File: src/rtl/gcd_dest_pkg.sv
// -----------------------------------------------------------------------------
// gcd_dest_pkg
// Shared definitions for the GCD equivalence miter:
//   GCD_W          : operand / result width (6 bits)
//   gcd_word_t     : one operand-sized word
//   dest_sel_e     : one-hot destination select used by the dest engine
//   engine_state_t : the observable register set of one engine, as seen
//                    by the miter compare
// -----------------------------------------------------------------------------
package gcd_dest_pkg;

  localparam int GCD_W = 6;

  typedef logic [GCD_W-1:0] gcd_word_t;

  // One-hot so each bit can directly steer one write path.
  typedef enum logic [1:0] {
    SEL_SWAP = 2'b01,  // a <- b, b <- a
    SEL_SUB  = 2'b10   // a <- a - b, b holds
  } dest_sel_e;

  typedef struct packed {
    logic      busy;
    logic      done;
    gcd_word_t res;
    gcd_word_t a;
    gcd_word_t b;
  } engine_state_t;

endpackage : gcd_dest_pkg

File: src/rtl/gcd_dest_miter_if.sv
// -----------------------------------------------------------------------------
// gcd_dest_miter_if
// Command/observation bundle of the GCD miter.
//   start : load a_in/b_in into the engines this cycle
//   a_in  : operand A
//   b_in  : operand B
//   equiv : engines' observable state agrees
// Modports:
//   master : stimulus side (drives the command, observes equiv)
//   slave  : miter side (consumes the command, reports equiv)
//   engine : one GCD engine (command inputs only)
// -----------------------------------------------------------------------------
interface gcd_dest_miter_if;
  import gcd_dest_pkg::*;

  logic      start;
  gcd_word_t a_in;
  gcd_word_t b_in;
  logic      equiv;

  modport master (output start, output a_in, output b_in, input  equiv);
  modport slave  (input  start, input  a_in, input  b_in, output equiv);
  modport engine (input  start, input  a_in, input  b_in);

endinterface : gcd_dest_miter_if

File: src/rtl/gcd_engine.sv
// -----------------------------------------------------------------------------
// gcd_engine
// Cycle-accurate subtractive-Euclid GCD engine, 6-bit operands.
// Ports:
//   clk   : rising-edge clock
//   reset : asynchronous active-low reset
//   cmd   : start / a_in / b_in command (engine modport)
//   state : registered observable state {busy, done, res, a, b}
// Parameter:
//   DEST_STYLE = 0 : reference datapath - separate comparator and subtractor,
//                    swap through explicit muxes.
//   DEST_STYLE = 1 : dest datapath - a single 7-bit subtractor whose borrow is
//                    the compare, a one-hot destination select and a single
//                    write port onto a; b only changes on a swap.
// Behaviour (both styles):
//   start          : a<-a_in, b<-b_in, busy<-1, done<-0 (res holds); aborts
//                    any run in progress.
//   busy, b==0     : res<-a, done<-1, busy<-0
//   busy, a<b      : swap a and b
//   busy, a>=b     : a<-a-b
//   idle           : everything holds
// -----------------------------------------------------------------------------
module gcd_engine
  import gcd_dest_pkg::*;
#(
  parameter bit DEST_STYLE = 1'b0
) (
  input  logic                    clk,
  input  logic                    reset,
  gcd_dest_miter_if.engine        cmd,
  output engine_state_t           state
);

  gcd_word_t a_q,    a_d;
  gcd_word_t b_q,    b_d;
  gcd_word_t res_q,  res_d;
  logic      busy_q, busy_d;
  logic      done_q, done_d;

  // Next a/b for one Euclid step (only used when busy and b != 0).
  gcd_word_t step_a;
  gcd_word_t step_b;

  generate
    if (DEST_STYLE == 1'b0) begin : g_ref
      logic      a_lt_b;
      gcd_word_t diff;

      always_comb begin
        a_lt_b = (a_q < b_q);
        diff   = a_q - b_q;
        step_a = a_lt_b ? b_q : diff;
        step_b = a_lt_b ? a_q : b_q;
      end
    end else begin : g_dst
      logic [GCD_W:0] sub_w;
      dest_sel_e      sel;
      gcd_word_t      a_wr_data;

      always_comb begin
        // The extra top bit of the 7-bit difference is the borrow, i.e. a < b.
        sub_w     = {1'b0, a_q} - {1'b0, b_q};
        sel       = sub_w[GCD_W] ? SEL_SWAP : SEL_SUB;
        a_wr_data = sub_w[GCD_W-1:0];
        step_b    = b_q;
        case (sel)
          SEL_SWAP: begin
            a_wr_data = b_q;
            step_b    = a_q;
          end
          SEL_SUB:  a_wr_data = sub_w[GCD_W-1:0];
          default:  a_wr_data = sub_w[GCD_W-1:0];
        endcase
        // Single write port onto a: whatever the select picked.
        step_a = a_wr_data;
      end
    end
  endgenerate

  always_comb begin
    // NOTE: every signal written here gets a default first, so no path can
    // leave it unassigned and infer a latch.
    a_d    = a_q;
    b_d    = b_q;
    res_d  = res_q;
    busy_d = busy_q;
    done_d = done_q;

    if (cmd.start) begin
      a_d    = cmd.a_in;
      b_d    = cmd.b_in;
      busy_d = 1'b1;
      done_d = 1'b0;
    end else if (busy_q) begin
      if (b_q == '0) begin
        res_d  = a_q;
        done_d = 1'b1;
        busy_d = 1'b0;
      end else begin
        a_d = step_a;
        b_d = step_b;
      end
    end
  end

  always_ff @(posedge clk or negedge reset) begin
    // NOTE: state registers use non-blocking assignments so every flop samples
    // the pre-edge values regardless of statement order.
    if (!reset) begin
      a_q    <= '0;
      b_q    <= '0;
      res_q  <= '0;
      busy_q <= 1'b0;
      done_q <= 1'b0;
    end else begin
      a_q    <= a_d;
      b_q    <= b_d;
      res_q  <= res_d;
      busy_q <= busy_d;
      done_q <= done_d;
    end
  end

  assign state = '{busy: busy_q, done: done_q, res: res_q, a: a_q, b: b_q};

endmodule : gcd_engine

File: src/rtl/gcd_dest_miter.sv
// -----------------------------------------------------------------------------
// gcd_dest_miter
// Equivalence miter between the reference GCD engine (u_ref) and the
// single-subtractor destination-select engine (u_dst). Both engines see the
// same command every cycle; equiv reports whether their observable state
// agrees.
// Ports:
//   clk   : rising-edge clock
//   reset : asynchronous active-low reset
//   start : load Ain/Bin into both engines
//   Ain   : operand A (6 bits)
//   Bin   : operand B (6 bits)
//   equiv : 1 when busy/done/res agree and, while busy, a/b agree too.
//           Purely a function of registered state.
// Configuration:
//   GCD_DEST_STICKY_EN defined : a mismatch_q flag latches the first failing
//     compare and holds equiv low until reset.
//   GCD_DEST_STICKY_EN undefined : equiv is the per-cycle compare and recovers
//     once the engines agree again.
// -----------------------------------------------------------------------------
module gcd_dest_miter
  import gcd_dest_pkg::*;
(
  input  logic      clk,
  input  logic      reset,
  input  logic      start,
  input  gcd_word_t Ain,
  input  gcd_word_t Bin,
  output logic      equiv
);

  gcd_dest_miter_if cmd_if ();

  assign cmd_if.start = start;
  assign cmd_if.a_in  = Ain;
  assign cmd_if.b_in  = Bin;

  engine_state_t st_ref;
  engine_state_t st_dst;

  gcd_engine #(.DEST_STYLE(1'b0)) u_ref (
    .clk   (clk),
    .reset (reset),
    .cmd   (cmd_if),
    .state (st_ref)
  );

  gcd_engine #(.DEST_STYLE(1'b1)) u_dst (
    .clk   (clk),
    .reset (reset),
    .cmd   (cmd_if),
    .state (st_dst)
  );

  // a/b are scratch once a run has finished, so they only count while busy.
  logic state_match;

  always_comb begin
    state_match = (st_ref.busy == st_dst.busy) &&
                  (st_ref.done == st_dst.done) &&
                  (st_ref.res  == st_dst.res)  &&
                  (!st_ref.busy || ((st_ref.a == st_dst.a) && (st_ref.b == st_dst.b)));
  end

  logic equiv_w;

`ifdef GCD_DEST_STICKY_EN
  logic mismatch_q, mismatch_d;

  always_comb begin
    mismatch_d = mismatch_q | ~state_match;
  end

  always_ff @(posedge clk or negedge reset) begin
    if (!reset) begin
      mismatch_q <= 1'b0;
    end else begin
      mismatch_q <= mismatch_d;
    end
  end

  // The live compare is included so equiv drops in the very cycle of the
  // first disagreement, before mismatch_q has had an edge to capture it.
  assign equiv_w = ~mismatch_q & state_match;
`else
  assign equiv_w = state_match;
`endif

  assign cmd_if.equiv = equiv_w;
  assign equiv        = cmd_if.equiv;

endmodule : gcd_dest_miter

File: config.mk
export PLATFORM = sky130hd
export DESIGN_NAME = gcd_dest_miter
export DESIGN_NICKNAME = d
export VERILOG_FILES = /design/src/rtl/gcd_dest_pkg.sv /design/src/rtl/gcd_dest_miter_if.sv /design/src/rtl/gcd_engine.sv /design/src/rtl/gcd_dest_miter.sv
export SDC_FILE = /design/constraint.sdc
export NUM_CORES = 1
export LEC_CHECK = 0
export ABC_AREA = 1
export CAP_MARGIN = 0
export CORE_ASPECT_RATIO = 0.6
export CORE_MARGIN = 2
export CORE_UTILIZATION = 50
export CTS_CLUSTER_SIZE = 28
export DETAILED_ROUTE_END_ITERATION = 12
export PLACE_DENSITY = 0.68
export SETUP_SLACK_MARGIN = 0.1
export SYNTH_ARGS = -nofsm -noshare
export SYNTH_HDL_FRONTEND = slang
export SYNTH_SLANG_ARGS = --single-unit
File: constraint.sdc
create_clock -name clk -period 4.9 [get_ports clk]
set_clock_uncertainty 0.15 [all_clocks]
set_input_delay 0.49 -clock clk [delete_from_list [all_inputs] [get_ports clk]]
set_output_delay 0.49 -clock clk [all_outputs]
set_load 0.01 [all_outputs]
==> metrics.md, run 1 <==
| Metric | Value |
|---|---|
| CP peak stage delay | `550 ps` |
| Vias in the first global route | `2380` |
| Commonest non-fill, non-tap cell in the layout | `nand2_1` |
| Synth Cell Area | `2950 µm²` |
| FMAX | `375 MHz` |
| Clock latency on the worst-skew pair | `300 ps` |
| Count of nets after finishing | `421` |
| Die area | `6540 µm²` |
| Total wire length | `6960 µm` |
| First-pass GRT wire length | `11900 µm` |
| GRT Overall Usage | `23.9%` |
| Compound-Gate Fraction of Synth Area | `14.4%` |
| Post-synthesis instance total | `381` |
| Post-Synth Simple-Gate Area | `31.5%` |
| Post_cts resized | `0` |
| Hold Violations, Final | `0` |
| # diodes | `0` |
| Port bufs | `15` |
| Critical path cell sequence | `inv_1, nand2_1, nand4_1, nor3_1, nand3_1, a21oi_1, clkdlybuf4s50_1` |
| Cell taking the most area after synthesis | `dfrtp_1` |
| Area growth syn-to-layout | `7.94%` |
| Clock Path Buffers | `2` |
| Slew Viols, Final | `0` |
| Yosys reg bits | `40` |
| Final period util | `54.4%` |
| Post-Synth Adder-Cell Area | `6.45%` |
| Die H | `63.5 µm` |
| Via density | `5.20` |
| Drt wl/cell | `14.7 µm` |
| RSZ-0062 raised after global routing | `false` |
| Post-route ant nets | `0` |
| VDD IR max | `326 µV` |
| Ranking of synthesized cells by area | `dfrtp_1, nand2_1, inv_1` |
| CTS H-tree lvls | `2` |
| Initial DRT Pass Iterations | `4` |
| Crit path DAT | `2020 ps` |
| Grt ovf | `0` |
| Slew @ Worst Pin | `924 ps` |
| Rel. slew slack | `38.4%` |
| Final setup viols | `0` |
| Fraction of synthesized cell area in xor and xnor cells | `3.27%` |
| CP Capture Type | `primary output` |
| Final Total Pwr | `2.54 mW` |
| Slowest CP cell | `clkdlybuf4s50_1` |
| Num CTS Buffers | `5` |
| CTS tree | `done` |
| Startpoint types | `flip-flop` |
| P_leak | `1.60 nW` |
| Crit path time final | `2660 ps` |
| Crit. Startpoint | `u_ref.b_q[1]$_DFFE_PN0P_` |
| Via count | `2459` |
| Layout cell share with drive strength beyond 1 | `14.0%` |
| Initial Util | `52.4%` |
| Netlist cell types | `30` |
| Ports | `16` |
| Worst-path fanout max | `4` |
| Row cnt | `21` |
| Clk slew on worst S/H paths | `80 ps` |
| Gpl congestion | `0.892` |
| Synthesized area per cell | `7.73 µm²` |
| Syn nets | `410` |
| Clock Sink Count | `40` |
| Chip Width | `103 µm` |
| Largest net degree at the start of global routing | `41` |
| Critical R2R Launch | `u_ref.a_q[0]$_DFFE_PN0P_` |
| Core area | `5620 µm²` |
| # fillers | `555` |
| Commonest non-fill, non-tap cells in the layout | `nand2_1, inv_1, dfrtp_1` |
| Required time of the critical path | `4260 ps` |
| Hold WC Path Type | `in2async` |
| Register area share after synthesis | `34.0%` |
| Max-cap violations | `0` |
| Setup_tns | `0 ps` |
| Initial antenna violation count | `0` |
| Initial DRC Count | `139` |
| Largest family of logic cells by synthesized area | `simple AND/OR/NAND/NOR gates` |
| Top-area cell type share of the netlist area | `34.0%` |
| Dpl hpwl | `5450 µm` |
| PD cells | `797 nW/µm²` |
| Clock Root Buffer | `clkbuf_8` |
| Status | `finished clean` |
| Drc violations | `0` |
| Post-CTS setup buffers | `0` |
| CP Class | `reg2out` |
| Hold_buf cts | `0` |
| Synth Warn # | `0` |
| Post-synthesis mux area share | `0%` |
| Worst Hold Slack | `176 ps` |
-- per-layer routing --
metal / up-vias / global-route usage, % / routed length (µm) / part of all wire, %
met5: - / 0 / 0 / 0
met4: 0 / 4.93 / 52 / 0.75
met3: 6 / 5.77 / 566 / 8.1
met2: 60 / 32.1 / 2780 / 40
met1: 1134 / 38.3 / 3560 / 51
li1: 1259 / - / - / -
-- area by class of cell --
| type | count | area (µm²) | share of cell area, % |
|---|---|---|---|
| Clock inverter | 1 | 8.76 | 0.275 |
| Tap cell | 80 | 100 | 3.15 |
| Clock buffer | 7 | 76.3 | 2.40 |
| Multi-Input combinational cell | 274 | 1640 | 51.5 |
| Sequential cell | 40 | 1000 | 31.5 |
| Inverter | 56 | 210 | 6.61 |
| Timing Repair Buffer | 15 | 145 | 4.56 |
-- cell families (layout without fill, tap and decap cells) --
| logic type | after synthesis | in the layout |
|---|---|---|
| XOR/XNOR | 11 | 11 |
| AND/OR/NAND/NOR | 181 | 181 |
| flip-flops | 40 | 40 |
| AO/OA/AOI/OAI | 68 | 68 |
| adder cells (fa/ha/maj) | 14 | 14 |
| buffers and inverters | 67 | 79 |
-- cells in the mapped netlist --
cell type / count
nand2_1: 87
buf_6: 2
buf_2: 3
clkbuf_1: 3
o21ai_0: 10
nand4_1: 19
ha_1: 12
nand2_2: 13
inv_1: 50
o21ai_1: 4
o21a_1: 12
or2_2: 1
nand2_4: 6
a21oi_1: 28
buf_4: 1
nor3_1: 1
o21ai_2: 12
buf_12: 2
inv_2: 6
a21oi_2: 2
nor2_2: 2
xor2_1: 11
dfrtp_1: 40
nand4_4: 2
nor2_4: 2
fa_1: 2
nand3_1: 22
nand3_4: 2
nor2_1: 21
nand3b_1: 3
-- per-stage QoR --
step                area, µm²  instances  util [%]  worst slack (ps)
finish                   3180        473      56.6              2240
detailed placement       3100        465      55.1              1950
floorplan                2950        381         -              2940
global route             3180        473      56.6              2020
CTS                      3180        473      56.6              2210
global placement         3100        465      55.1              2080
-- state kept, by name (all words and copies together) (netlist names) --
| register | count |
|---|---|
| u_dst.a_q | 6 |
| u_dst.b_q | 6 |
| u_dst.busy_q | 1 |
| u_dst.done_q | 1 |
| u_dst.res_q | 6 |
| u_ref.a_q | 6 |
| u_ref.b_q | 6 |
| u_ref.busy_q | 1 |
| u_ref.done_q | 1 |
| u_ref.res_q | 6 |
-- worst max-delay path: cells and delay by family (launching register included) --
kind	cells	cell delay, ps
buf+inv	2	680
simple gates	4	480
flops	1	420
compound gates	1	150
-- report_power, final --
group,switching [mW],internal (mW),leakage (nW),total [mW]
registers,0.201,0.489,0.487,0.690
logic,1.01,0.611,1.07,1.62
clock network,0.122,0.102,0.0424,0.223
total,1.33,1.20,1.60,2.54
-- final timing paths --
path	to	cells after the start	slack [ps]
worst min register to register	u_ref.res_q[1]$_DFFE_PN0P_	2	360
worst min-delay path	u_dst.a_q[0]$_DFFE_PN0P_	1	180
worst max register to register	u_ref.b_q[0]$_DFFE_PN0P_	10	2630
min in group clk	u_ref.res_q[1]$_DFFE_PN0P_	2	360
max in group asynchronous	u_ref.busy_q$_DFF_PN0_	1	3850
worst max-delay path	equiv	7	2240
(Power assumes the default switching activity.)
==> run 2, diff against run 1 <==
==> constraint.sdc (replaced) <==
create_clock -name clk -period 2.7 [get_ports clk]
set_clock_uncertainty 0.15 [all_clocks]
set_input_delay 0.27 -clock clk [delete_from_list [all_inputs] [get_ports clk]]
set_output_delay 0.27 -clock clk [all_outputs]
set_load 0.01 [all_outputs]
==> metrics.md, run 2 (synthesis gave the netlist of run 1 again) <==
| Metric | Value |
|---|---|
| Critical R2R Launch | `u_dst.a_q[0]$_DFFE_PN0P_ (was u_ref.a_q[0]$_DFFE_PN0P_)` |
| GRT Overall Usage | `25.3% (was 23.9%)` |
| Status | `finished clean (unchanged)` |
| Drt wl/cell | `15.4 µm (was 14.7 µm)` |
| P_sw | `2.45 mW (was 1.33 mW)` |
| Via density | `5.30 (was 5.20)` |
| Total wire length | `7340 µm (was 6960 µm)` |
| CP peak stage delay | `550 ps (about the same)` |
| # diodes | `0 (unchanged)` |
| Slowest CP cell | `clkdlybuf4s50_1 (unchanged)` |
| Crit path time final | `2450 ps` |
| Die H | `63.5 µm (unchanged)` |
| Initial DRC Count | `110 (was 139)` |
| Commonest non-fill, non-tap cell in the layout | `nand2_1 (unchanged)` |
| Buffers and inverters on the worst path | `2 (unchanged)` |
| Final period util | `90.6%` |
| RSZ-0062 raised after global routing | `false (unchanged)` |
| Post-route ant nets | `0 (unchanged)` |
| Cell-internal power | `2.29 mW (was 1.20 mW)` |
| Gpl congestion | `0.908 (was 0.892)` |
| Num CTS Buffers | `5 (unchanged)` |
| Drc violations | `0 (unchanged)` |
| Chip Width | `103 µm (unchanged)` |
| Area growth syn-to-layout | `10.1% (was 7.94%)` |
| First-pass GRT wire length | `12400 µm (was 11900 µm)` |
| Post-CTS setup buffers | `0 (unchanged)` |
| Dpl hpwl | `5630 µm (was 5450 µm)` |
| Reg2Reg Depth | `10 (unchanged)` |
| Hold Path Sink | `u_ref.res_q[5]$_DFFE_PN0P_` |
| Ports | `16 (unchanged)` |
| Count of nets after finishing | `426 (was 421)` |
| Power share of the clock group | `10.4% (was 8.8%)` |
| Crit path DAT | `2030 ps (was 2020 ps)` |
| Clock latency on the worst-skew pair | `300 ps (about the same)` |
| Critical path cell sequence | `inv_1, nand2_1, nand4_1, nor2_1, nand3_1, a21oi_1, clkdlybuf4s50_1 (was inv_1, nand2_1, nand4_1, nor3_1, nand3_1, a21oi_1, clkdlybuf4s50_1)` |
| Sequential share of power | `26.4% (was 27.2%)` |
| Hold-critical path depth | `2` |
| Commonest non-fill, non-tap cells in the layout | `nand2_1, inv_1, dfrtp_1 (unchanged)` |
| Hold Violations, Final | `0 (unchanged)` |
| CTS tree | `done (unchanged)` |
| Via count | `2533 (was 2459)` |
| Hold WC Path Type | `reg2reg (was in2async)` |
| Clock Root Buffer | `clkbuf_8 (unchanged)` |
| Clock Sink Count | `40 (unchanged)` |
| Final Total Pwr | `4.73 mW (was 2.54 mW)` |
| Core area | `5620 µm² (unchanged)` |
| Row cnt | `21 (unchanged)` |
| Clk slew on worst S/H paths | `80 ps (about the same)` |
| Layout cell share with drive strength beyond 1 | `15.3% (was 14.0%)` |
| Rel. slew slack | `38.9% (was 38.4%)` |
| Final setup viols | `0 (unchanged)` |
| Initial Util | `52.4% (unchanged)` |
| PD cells | `1460 nW/µm² (was 797 nW/µm²)` |
| CP Capture Type | `primary output (unchanged)` |
| Port bufs | `15 (unchanged)` |
| Switching part of the total | `51.7% (was 52.6%)` |
| Reg2reg setup slack | `510 ps (was 2630 ps)` |
| Hold_sp | `u_ref.res_q[5]$_DFFE_PN0P_` |
| FMAX | `409 MHz` |
| Largest net degree at the start of global routing | `41 (unchanged)` |
| CTS H-tree lvls | `2 (unchanged)` |
| Required time of the critical path | `2280 ps (was 4260 ps)` |
| Die area | `6540 µm² (unchanged)` |
| Crit-path leading delay family | `buffers and inverters (unchanged)` |
| P_leak | `1.64 nW (was 1.60 nW)` |
| Slew Viols, Final | `0 (unchanged)` |
| Setup_tns | `0 ps (unchanged)` |
| R2R Path End | `u_dst.b_q[0]$_DFFE_PN0P_ (was u_ref.b_q[0]$_DFFE_PN0P_)` |
| Clock Path Buffers | `2 (unchanged)` |
| Worst-path fanout max | `5 (was 4)` |
| VDD IR max | `561 µV (was 326 µV)` |
| Startpoint types | `flip-flop (unchanged)` |
| Grt ovf | `0 (unchanged)` |
| CP Class | `reg2out (unchanged)` |
| Initial antenna violation count | `0 (unchanged)` |
| Combinational fraction of design power | `63.1% (was 64.0%)` |
| Vias in the first global route | `2470 (was 2380)` |
| Max-cap violations | `0 (unchanged)` |
| Slew @ Worst Pin | `916 ps (was 924 ps)` |
| Initial DRT Pass Iterations | `4 (unchanged)` |
[run 2: cell count changes in the layout (fill, tap and decap cells not counted), sizes merged]
cell / change
dlygate4sd3: +1
clkbuf: -1
bufinv: +1
buf: +4
[run 2: worst max path at each step]
stage	start	to	slack (ps)	cells past startpoint
2_1_floorplan	u_dst.a_q[0]$_DFFE_PN0P_	u_dst.b_q[1]$_DFFE_PN0P_	740	10
3_3_place_gp	u_dst.a_q[0]$_DFFE_PN0P_	u_dst.b_q[0]$_DFFE_PN0P_	550	10
3_5_place_dp	u_dst.a_q[0]$_DFFE_PN0P_	u_dst.b_q[5]$_DFFE_PN0P_	530	10
4_1_cts	u_dst.a_q[4]$_DFFE_PN0P_	equiv	220	7
5_1_grt	u_dst.a_q[4]$_DFFE_PN0P_	equiv	110	7
6_report	u_dst.a_q[4]$_DFFE_PN0P_	equiv	250	7
[run 2: worst reg2reg max path: stages (launching register included)]
cell and delay (ps):
dfrtp_1 400, inv_1 110, ha_1 220, fa_1 410, inv_1 130, nand4_4 160
nand3_4 150, nand2_4 70, nand2_4 180, nand2_1 90, o21ai_2 60
[run 2: routing by layer]
metal | up-vias | track usage, % | wire length [µm]
met4 | 0 | 8.06 | 97
met2 | 66 | 35.1 | 2970
met1 | 1189 | 37.9 | 3630
li1 | 1268 | - | -
met3 | 10 | 6.99 | 644
met5 | - | 0 | 0
[run 2: layout make-up]
type / instances / area (µm²)
clock buffer: 6 / 72.6
clock inverter: 2 / 35.0
fill: 569 / 2380
inverter: 56 / 210
multi-input combinational: 274 / 1640
sequential: 40 / 1000
tap: 80 / 100
timing repair buffer: 20 / 185
[run 2: power by group through the flow]
stage	clock network, mW	logic (mW)	registers, mW
6_report	0.494	2.99	1.25
5_1_grt	0.534	3.40	1.28
4_1_cts	0.509	2.99	1.24
3_5_place_dp	0	2.97	1.24
3_3_place_gp	0	2.91	1.24
2_1_floorplan	0	2.52	1.13
[run 2: stage by stage]
step	util [%]	cells	hold WS (ps)	area [µm²]	setup WS, ps
after global routing	57.7	478	384	3240	107
final	57.7	478	366	3240	255
after global placement	55.6	469	316	3130	551
after CTS	57.7	478	369	3240	222
after floorplan	-	381	-176	2950	739
after detailed placement	55.6	469	317	3130	531
[run 2: timing repair]
action                     CTS  global route
gates resized for setup      0             1
hold endpoints to repair    40             0
hold buffers                 1             0
setup endpoints to repair    0             1
